**config.mk**
```make
export PLATFORM = sky130hd
export DESIGN_NAME = multicycle_control_fsm
export DESIGN_NICKNAME = d
export VERILOG_FILES = /design/src/rtl/multicycle_control_fsm.sv
export SDC_FILE = /design/constraint.sdc
export NUM_CORES = 1
export LEC_CHECK = 0
export CORE_MARGIN = 8
export CORE_UTILIZATION = 51
export DETAILED_ROUTE_END_ITERATION = 10
export GPL_TIMING_DRIVEN = 0
export PLACE_DENSITY_LB_ADDON = 0.3
export SLEW_MARGIN = 40
export SYNTH_ARGS = -nofsm -noshare
export SYNTH_HDL_FRONTEND = slang
export SYNTH_SLANG_ARGS = --single-unit
```
**constraint.sdc**
```tcl
create_clock -name clk -period 2.3 [get_ports clk]
set_clock_uncertainty 0.15 [all_clocks]
set_input_delay 0.345 -clock clk [delete_from_list [all_inputs] [get_ports clk]]
set_output_delay 0.345 -clock clk [all_outputs]
set_load 0.05 [all_outputs]
```
**src/rtl/multicycle_control_fsm.sv**
```systemverilog
// Multi-cycle MIPS control sequencer: walks each instruction through FETCH/DECODE/EXEC/MEM/WB,
// driving datapath enables, with a timed memory handshake, sticky trap and retire counter.
module multicycle_control_fsm #(
    parameter int ALUCTL_W    = 4,
    parameter int MEM_TIMEOUT = 16,
    parameter int CNT_W       = 32
) (
    input  logic                clk,
    input  logic                rst_n,
    input  logic [5:0]          opcode,
    input  logic [5:0]          funct,
    input  logic                alu_zero,
    input  logic                mem_ready,
    output logic                mem_req,
    output logic                mem_we,
    output logic                i_or_d,
    output logic                ir_write,
    output logic                pc_write,
    output logic [1:0]          pc_src,
    output logic                alu_src_a,
    output logic [1:0]          alu_src_b,
    output logic [ALUCTL_W-1:0] alu_ctl,
    output logic                zero_ext,
    output logic                reg_write,
    output logic [1:0]          reg_dst,
    output logic [1:0]          mem_to_reg,
    output logic                trap,
    output logic [1:0]          trap_cause,
    output logic [CNT_W-1:0]    instr_count
);

    localparam int TO_W = $clog2(MEM_TIMEOUT + 1);

    localparam logic [5:0] OP_R    = 6'h00;
    localparam logic [5:0] OP_J    = 6'h02;
    localparam logic [5:0] OP_JAL  = 6'h03;
    localparam logic [5:0] OP_BEQ  = 6'h04;
    localparam logic [5:0] OP_BNE  = 6'h05;
    localparam logic [5:0] OP_ADDI = 6'h08;
    localparam logic [5:0] OP_ORI  = 6'h0D;
    localparam logic [5:0] OP_LW   = 6'h23;
    localparam logic [5:0] OP_SW   = 6'h2B;

    localparam logic [5:0] FN_SLL = 6'h00;
    localparam logic [5:0] FN_JR  = 6'h08;
    localparam logic [5:0] FN_ADD = 6'h20;
    localparam logic [5:0] FN_SUB = 6'h22;
    localparam logic [5:0] FN_AND = 6'h24;
    localparam logic [5:0] FN_OR  = 6'h25;
    localparam logic [5:0] FN_SLT = 6'h2A;

    localparam logic [ALUCTL_W-1:0] ALU_AND = ALUCTL_W'(0);
    localparam logic [ALUCTL_W-1:0] ALU_OR  = ALUCTL_W'(1);
    localparam logic [ALUCTL_W-1:0] ALU_ADD = ALUCTL_W'(2);
    localparam logic [ALUCTL_W-1:0] ALU_SUB = ALUCTL_W'(6);
    localparam logic [ALUCTL_W-1:0] ALU_SLT = ALUCTL_W'(7);
    localparam logic [ALUCTL_W-1:0] ALU_SLL = ALUCTL_W'(14);

    typedef enum logic [2:0] {
        S_IDLE, S_FETCH, S_DECODE, S_EXEC, S_MEM, S_WB, S_TRAP
    } state_t;

    state_t            state_q, state_d;
    logic [TO_W-1:0]   wait_q, wait_d;
    logic [5:0]        op_q, fn_q;
    logic [1:0]        cause_q, cause_d;
    logic [CNT_W-1:0]  count_q;
    logic              retire;
    logic              op_ok, fn_ok;

    function automatic logic [ALUCTL_W-1:0] alu_of(input logic [5:0] fn);
        case (fn)
            FN_SUB:  return ALU_SUB;
            FN_AND:  return ALU_AND;
            FN_OR:   return ALU_OR;
            FN_SLT:  return ALU_SLT;
            FN_SLL:  return ALU_SLL;
            default: return ALU_ADD;
        endcase
    endfunction

    // Legality is judged on the live IR fields during DECODE, before they are latched.
    always_comb begin
        op_ok = 1'b0;
        fn_ok = 1'b0;
        case (opcode)
            OP_R, OP_J, OP_JAL, OP_BEQ, OP_BNE, OP_ADDI, OP_ORI, OP_LW, OP_SW: op_ok = 1'b1;
            default: ;
        endcase
        case (funct)
            FN_SLL, FN_JR, FN_ADD, FN_SUB, FN_AND, FN_OR, FN_SLT: fn_ok = 1'b1;
            default: ;
        endcase
    end

    // NOTE: every signal written here gets a default first so no latch can be inferred.
    always_comb begin
        state_d = state_q;
        wait_d  = '0;
        cause_d = cause_q;
        retire  = 1'b0;
        case (state_q)
            S_IDLE: state_d = S_FETCH;
            S_FETCH, S_MEM: begin
                if (mem_ready) begin
                    if (state_q == S_FETCH) begin
                        state_d = S_DECODE;
                    end else if (op_q == OP_SW) begin
                        state_d = S_FETCH;
                        retire  = 1'b1;
                    end else begin
                        state_d = S_WB;
                    end
                end else if (wait_q == TO_W'(MEM_TIMEOUT)) begin
                    state_d = S_TRAP;
                    cause_d = 2'd3;
                end else begin
                    wait_d = wait_q + TO_W'(1);
                end
            end
            S_DECODE: begin
                if (!op_ok) begin
                    state_d = S_TRAP;
                    cause_d = 2'd1;
                end else if (opcode == OP_R && !fn_ok) begin
                    state_d = S_TRAP;
                    cause_d = 2'd2;
                end else begin
                    state_d = S_EXEC;
                end
            end
            S_EXEC: begin
                case (op_q)
                    OP_R: begin
                        if (fn_q == FN_JR) begin
                            state_d = S_FETCH;
                            retire  = 1'b1;
                        end else begin
                            state_d = S_WB;
                        end
                    end
                    OP_LW, OP_SW:     state_d = S_MEM;
                    OP_ADDI, OP_ORI:  state_d = S_WB;
                    default: begin
                        state_d = S_FETCH;
                        retire  = 1'b1;
                    end
                endcase
            end
            S_WB: begin
                state_d = S_FETCH;
                retire  = 1'b1;
            end
            S_TRAP:  state_d = S_TRAP;
            default: state_d = S_IDLE;
        endcase
    end

    // NOTE: sequential state uses non-blocking assignments so all registers update together.
    always_ff @(posedge clk or negedge rst_n) begin
        if (!rst_n) begin
            state_q <= S_IDLE;
            wait_q  <= '0;
            op_q    <= '0;
            fn_q    <= '0;
            cause_q <= '0;
            count_q <= '0;
        end else begin
            state_q <= state_d;
            wait_q  <= wait_d;
            cause_q <= cause_d;
            if (state_q == S_DECODE) begin
                op_q <= opcode;
                fn_q <= funct;
            end
            if (retire) begin
                count_q <= count_q + CNT_W'(1);
            end
        end
    end

    always_comb begin
        mem_req     = 1'b0;
        mem_we      = 1'b0;
        i_or_d      = 1'b0;
        ir_write    = 1'b0;
        pc_write    = 1'b0;
        pc_src      = 2'd0;
        alu_src_a   = 1'b0;
        alu_src_b   = 2'd0;
        alu_ctl     = '0;
        zero_ext    = 1'b0;
        reg_write   = 1'b0;
        reg_dst     = 2'd0;
        mem_to_reg  = 2'd0;
        trap        = (state_q == S_TRAP);
        trap_cause  = cause_q;
        instr_count = count_q;
        case (state_q)
            S_FETCH: begin
                mem_req   = 1'b1;
                alu_src_b = 2'd1;
                alu_ctl   = ALU_ADD;
                ir_write  = mem_ready;
                pc_write  = mem_ready;
            end
            S_DECODE: begin
                alu_src_b = 2'd3;
                alu_ctl   = ALU_ADD;
            end
            S_EXEC: begin
                case (op_q)
                    OP_R: begin
                        if (fn_q == FN_JR) begin
                            pc_write = 1'b1;
                            pc_src   = 2'd3;
                        end else begin
                            alu_src_a = 1'b1;
                            alu_ctl   = alu_of(fn_q);
                        end
                    end
                    OP_LW, OP_SW, OP_ADDI: begin
                        alu_src_a = 1'b1;
                        alu_src_b = 2'd2;
                        alu_ctl   = ALU_ADD;
                    end
                    OP_ORI: begin
                        alu_src_a = 1'b1;
                        alu_src_b = 2'd2;
                        alu_ctl   = ALU_OR;
                        zero_ext  = 1'b1;
                    end
                    OP_BEQ, OP_BNE: begin
                        alu_src_a = 1'b1;
                        alu_ctl   = ALU_SUB;
                        if ((op_q == OP_BEQ) == alu_zero) begin
                            pc_write = 1'b1;
                            pc_src   = 2'd1;
                        end
                    end
                    OP_J: begin
                        pc_write = 1'b1;
                        pc_src   = 2'd2;
                    end
                    OP_JAL: begin
                        pc_write   = 1'b1;
                        pc_src     = 2'd2;
                        reg_write  = 1'b1;
                        reg_dst    = 2'd2;
                        mem_to_reg = 2'd2;
                    end
                    default: ;
                endcase
            end
            S_MEM: begin
                mem_req = 1'b1;
                i_or_d  = 1'b1;
                mem_we  = (op_q == OP_SW);
            end
            S_WB: begin
                reg_write = 1'b1;
                if (op_q == OP_LW) begin
                    mem_to_reg = 2'd1;
                end else if (op_q == OP_R) begin
                    reg_dst = 2'd1;
                end
            end
            default: ;
        endcase
    end

endmodule

```
# Yosys cells after proc, flatten, opt, wreduce, memory -nomap -nowiden
# Index checks and enable logic that the tools add are counted.
dict set report totals {
  wordCells 123
  output_inout_bits 55
  ff_bits 54
  input_bits 16
}
dict set report classes {
  n_addsub 2
  n_eq_ne 39
  mux 55
  n_reduce_logical 21
}
# op count
set op_table {}
lappend op_table {{6-bit equality test, second input constant} 13}
lappend op_table {{6-bit by 4-bit equality test with 1-bit output, second input constant} 6}
lappend op_table {{32-bit by 1-bit adder with 32-bit output, second input constant} 1}
lappend op_table {{6-bit by 2-bit equality test with 1-bit output, second input constant} 4}
lappend op_table {{6-bit by 3-bit equality test with 1-bit output, second input constant} 4}
lappend op_table {{6-bit zero test} 4}
lappend op_table {{3-bit two-way mux} 7}
lappend op_table {{1-bit two-way mux} 20}
lappend op_table {{4-bit one-hot mux with 5 select lines} 1}
lappend op_table {{2-bit two-way mux} 8}
lappend op_table {{4-bit one-hot mux with 4 select lines} 1}
lappend op_table {{5-bit two-way mux} 3}
lappend op_table {{3-bit one-hot mux with 5 select lines} 1}
lappend op_table {{2-bit OR reduction} 7}
lappend op_table {{2-bit one-hot mux with 2 select lines} 3}
lappend op_table {{2-bit one-hot mux with 3 select lines} 2}
lappend op_table {{3-bit equality test, second input constant} 3}
lappend op_table {{3-bit one-hot mux with 3 select lines} 1}
lappend op_table {{9-bit OR reduction} 1}
lappend op_table {{1-bit one-hot mux with 2 select lines} 4}
lappend op_table {{4-bit one-hot mux with 2 select lines} 1}
lappend op_table {{7-bit OR reduction} 1}
lappend op_table {{3-bit by 2-bit equality test with 1-bit output, second input constant} 2}
lappend op_table {{1-bit one-hot mux with 3 select lines} 2}
lappend op_table {{other kinds (17)} 17}

# Logic depth before layout (Yosys ltp)
dict set report depth {
  word_depth 8
  mapped_depth 7
  depth_no_buf 7
}

# Worst setup path after synthesis
# OpenSTA, ideal clock, no wires.
dict set report synth_path {
  path_kind {reg2out}
  startpoint {reg state_q[2]}
  endpoint {out alu_ctl[1]}
  slack_ns -1.618
  t_required_ns 1.805
  arrival_ns 3.423
  path_stages_with_launch 7
  path_buffers 1
  path_cell_list {dfrtp_1 and3b_1 clkbuf_1 nand4_1 o21ai_0 nor3_1 nor3_1}
}
dict set report synth_via {
  elab_chain_len 3
  word_cells_on_any_way 5
}
# item line
set synth_lines {}
lappend synth_lines {{start: declaration} 63} ;# state_t state_q, state_d;
lappend synth_lines {{start signal: assignment} 169} ;# state_q <= state_d;
lappend synth_lines {{3-bit by 1-bit equality test with 1-bit output or 3-bit by 2-bit equality test with 1-bit output (tied branches)} 199} ;# case (state_q)
lappend synth_lines {{2-bit OR reduction (no source line)} n/a}
lappend synth_lines {{4-bit one-hot mux with 2 select lines (*)} 199}
lappend synth_lines {{end: declaration} 22} ;# output logic [ALUCTL_W-1:0] alu_ctl,
# Every way passes the cells marked *; elsewhere a longest branch is shown, timed or not.

# Worst setup path after layout
dict set report layout_path {
  startpoint {reg op_q[0]}
  endpoint {out alu_ctl[0]}
}
dict set report layout_via {
  elab_chain_len 4
  word_cells_on_any_way 11
}
# item line
set layout_lines {}
lappend layout_lines {{start: declaration} 65} ;# logic [5:0] op_q, fn_q;
lappend layout_lines {{start signal: assignment} 173} ;# op_q <= opcode;
lappend layout_lines {{6-bit equality test, or another cell as far along} 212} ;# case (op_q)
lappend layout_lines {{3-bit OR reduction or 2-bit OR reduction (tied branches)} n/a}
lappend layout_lines {{4-bit one-hot mux with 4 select lines (*)} 212}
lappend layout_lines {{4-bit one-hot mux with 2 select lines (*)} 199}
# Marked as above.

==> out/summary.txt <==
status: finished, violations left
failing checks: negative setup slack
Total Wirelength: 10200 um
Skew-Pair Late Insertion Delay: 0.31 ns
average routed wire per standard cell: 19.9 um
Placer Congestion: 0.890
synthesized flop and latch total: 54
CTS tree: done
post-route minimum period: 2.86 ns
Hold Fails Final Rpt: 0
Crit path arrival time: 2.36 ns
Critical R2R Launch: fn_q[0]
synth unique cells: 60
# fillers: 367
Congestion Overflow GR: 0
Crit path required time: 1.80 ns
die area: 8980 um2
antenna-violating nets left: 0
Ys Warns: 0
P_sw: 2.21 mW
Post-route DRC: 0
Root Driver: clkbuf_8
layout cells sized above 1: 33.0%
clock group share of total power: 11.9%
Leak: 2.08 nW
sequential fraction of the synthesis area: 42.7%
TritonCTS Sinks: 54
Synth area leader: dfrtp_1
initial antenna violation count: 0
DP HPWL: 6180 um
DR iter-0 viols: 284
first-pass GRT wire length: 14000 um
Post-layout nets: 457
Post-synth EDFFs: 0
n_diodes: 0
Final Max Tran Viols: 0
synthesized instance count: 321
Longest Clk Path Bufs: 2
critical path startpoint: op_q[0]
Int Pwr: 2.64 mW
Peak VDD IR: 0.000831 V
Post-synth ARST share: 100%
pre-CTS setup slack: -0.878 ns
actual slew at the worst max-slew pin: 0.796 ns
setup ws final: -0.557 ns
area occupied by multi-input gates: 1980 um2
worst hold path class: primary input to asynchronous set/reset pin
vias in the first global route: 2872
Period Utilization, post-route: 124%
Inst Count DP: 467
port bufs: 70
synthesis-to-layout area growth: 49.7%
PD cells: 1030 nW/um2
DIE WIDTH: 94.8 um
die height: 94.8 um
crit end category: output port
count leader, synth: dfrtp_1
Achievable Freq: 0.350 GHz
starting density of the core: 53.1%
CTS clk-pin slew, worst paths: 0.10 ns
DR pass1 iterations: 5
max cap viols: 0
Cell Rows: 28
Mean Syn Cell Area: 9.86 um2
H-tree depth: 2
via count: 3157
Final Non-Filler Cells: 514
combinational share of power: 60.0%
CP Class: flip-flop to output port
Setup crit start kind: flip-flop
share of the synthesized area in the top cell type: 42.7%
Flop pwr share: 28.1%
Vias/cell: 6.14
relative slew slack: 46.7%
top cells by area, synth: dfrtp_1, xor2_1, xnor2_1
final setup vio count: 33
largest net degree at the start of global routing: 39
Mapped Area: 3160 um2
Most used DFF post-synth: dfrtp_1
CTS Buf Count: 5
Tot GR Track Use: 19.2%
net count after synthesis: 340
RSZ-0062 raised after global routing: yes
register area: 1360 um2
Post-synth top cells: dfrtp_1, nand2_1, nor2_1, xor2_1, nand4_1
switch share: 45.6%
Boundary Pins: 71
Core Area: 5960 um2
Worst Path Max Fanout: 7
[state kept, by name, indices dropped and copies added (netlist names)]
signal / count
instr_count: 32
fn_q: 6
op_q: 6
wait_q: 5
state_q: 3
trap_cause: 2
[what timing repair did]
item	in CTS	in global routing
resized for setup	132	70
cloned	0	2
pin swaps	8	32
setup buffers	15	26
endpoints found under the hold margin	16	0
endpoints found under the setup margin	21	50
hold buffers	1	0
[worst max-delay path, stage by stage, from the launching register on]
cell,delay [ns]
dfrtp_1,0.38
buf_6,0.14
nor3_4,0.29
nand2_1,0.16
or4b_4,0.56
a2111oi_4,0.33
buf_6,0.21
[power groups by stage]
stage	Sequential, mW	Clock, mW	Combinational (mW)
2_1_floorplan	1.49	0	1.40
3_3_place_gp	1.36	0	2.06
3_5_place_dp	1.37	0	2.10
4_1_cts	1.36	0.574	2.32
5_1_grt	1.39	0.625	3.06
6_report	1.37	0.576	2.91
[layer usage]
layer | vias up | part of all wire, % | track usage [%] | wire (um)
met4 | 0 | 3.1 | 4.94 | 316
li1 | 1402 | - | - | -
met1 | 1547 | 38 | 23.9 | 3850
met2 | 174 | 52 | 33.1 | 5270
met5 | - | 0 | 0 | 0
met3 | 34 | 7.6 | 3.97 | 775
[final timing paths]
path / end / slack, ns / cells past startpoint
min in group clk: wait_q[0] / 0.34 / 1
max in group asynchronous: op_q[4] / 1.24 / 3
min: instr_count[27] / 0.28 / 2
max: alu_ctl[0] / -0.56 / 6
max reg2reg: instr_count[6] / -0.20 / 10
min reg2reg: wait_q[0] / 0.34 / 1
[area by class of cell]
class	count	area share (%)
Buffer	11	2.03
Multi-Input combinational cell	242	41.9
Inverter	12	0.951
Tap cell	75	1.98
Clock buffer	7	1.82
Timing Repair Buffer	112	22.5
Clock inverter	1	0.185
Sequential cell	54	28.6
[logic make-up after synthesis]
kind of cell	synth area share, %
mux	3.56
xor+xnor	9.96
simple gates	27.5
fa+ha+maj	1.19
flops	42.7
buf+inv	3.64
compound gates	11.4
[layout by cell type (no fill, tap or decap), types with 12 or more instances in the layout]
master	Yosys	layout
nand4_1	17	17
buf_4	2	34
buf_6	1	20
dfrtp_1	54	51
xor2_1	22	22
nor2_1	23	19
clkdlybuf4s50_1	0	48
xnor2_1	14	14
nand2_1	32	28
a21oi_1	13	12
[stage by stage]
stage / TNS, ns / util [%] / power [mW] / area, um2 / hold WS [ns]
after floorplan: -0.668 / - / 2.89 / 3250 / -0.101
after CTS: -2.18 / 72.8 / 4.26 / 4330 / 0.289
after global placement: -56.71 / 67.9 / 3.42 / 4050 / 0.310
final: -4.40 / 79.5 / 4.85 / 4740 / 0.278
after detailed placement: -8.35 / 68.2 / 3.47 / 4060 / 0.0826
after global routing: -6.86 / 79.5 / 5.07 / 4740 / 0.302
Note: power is estimated with default switching activity, not from simulation.
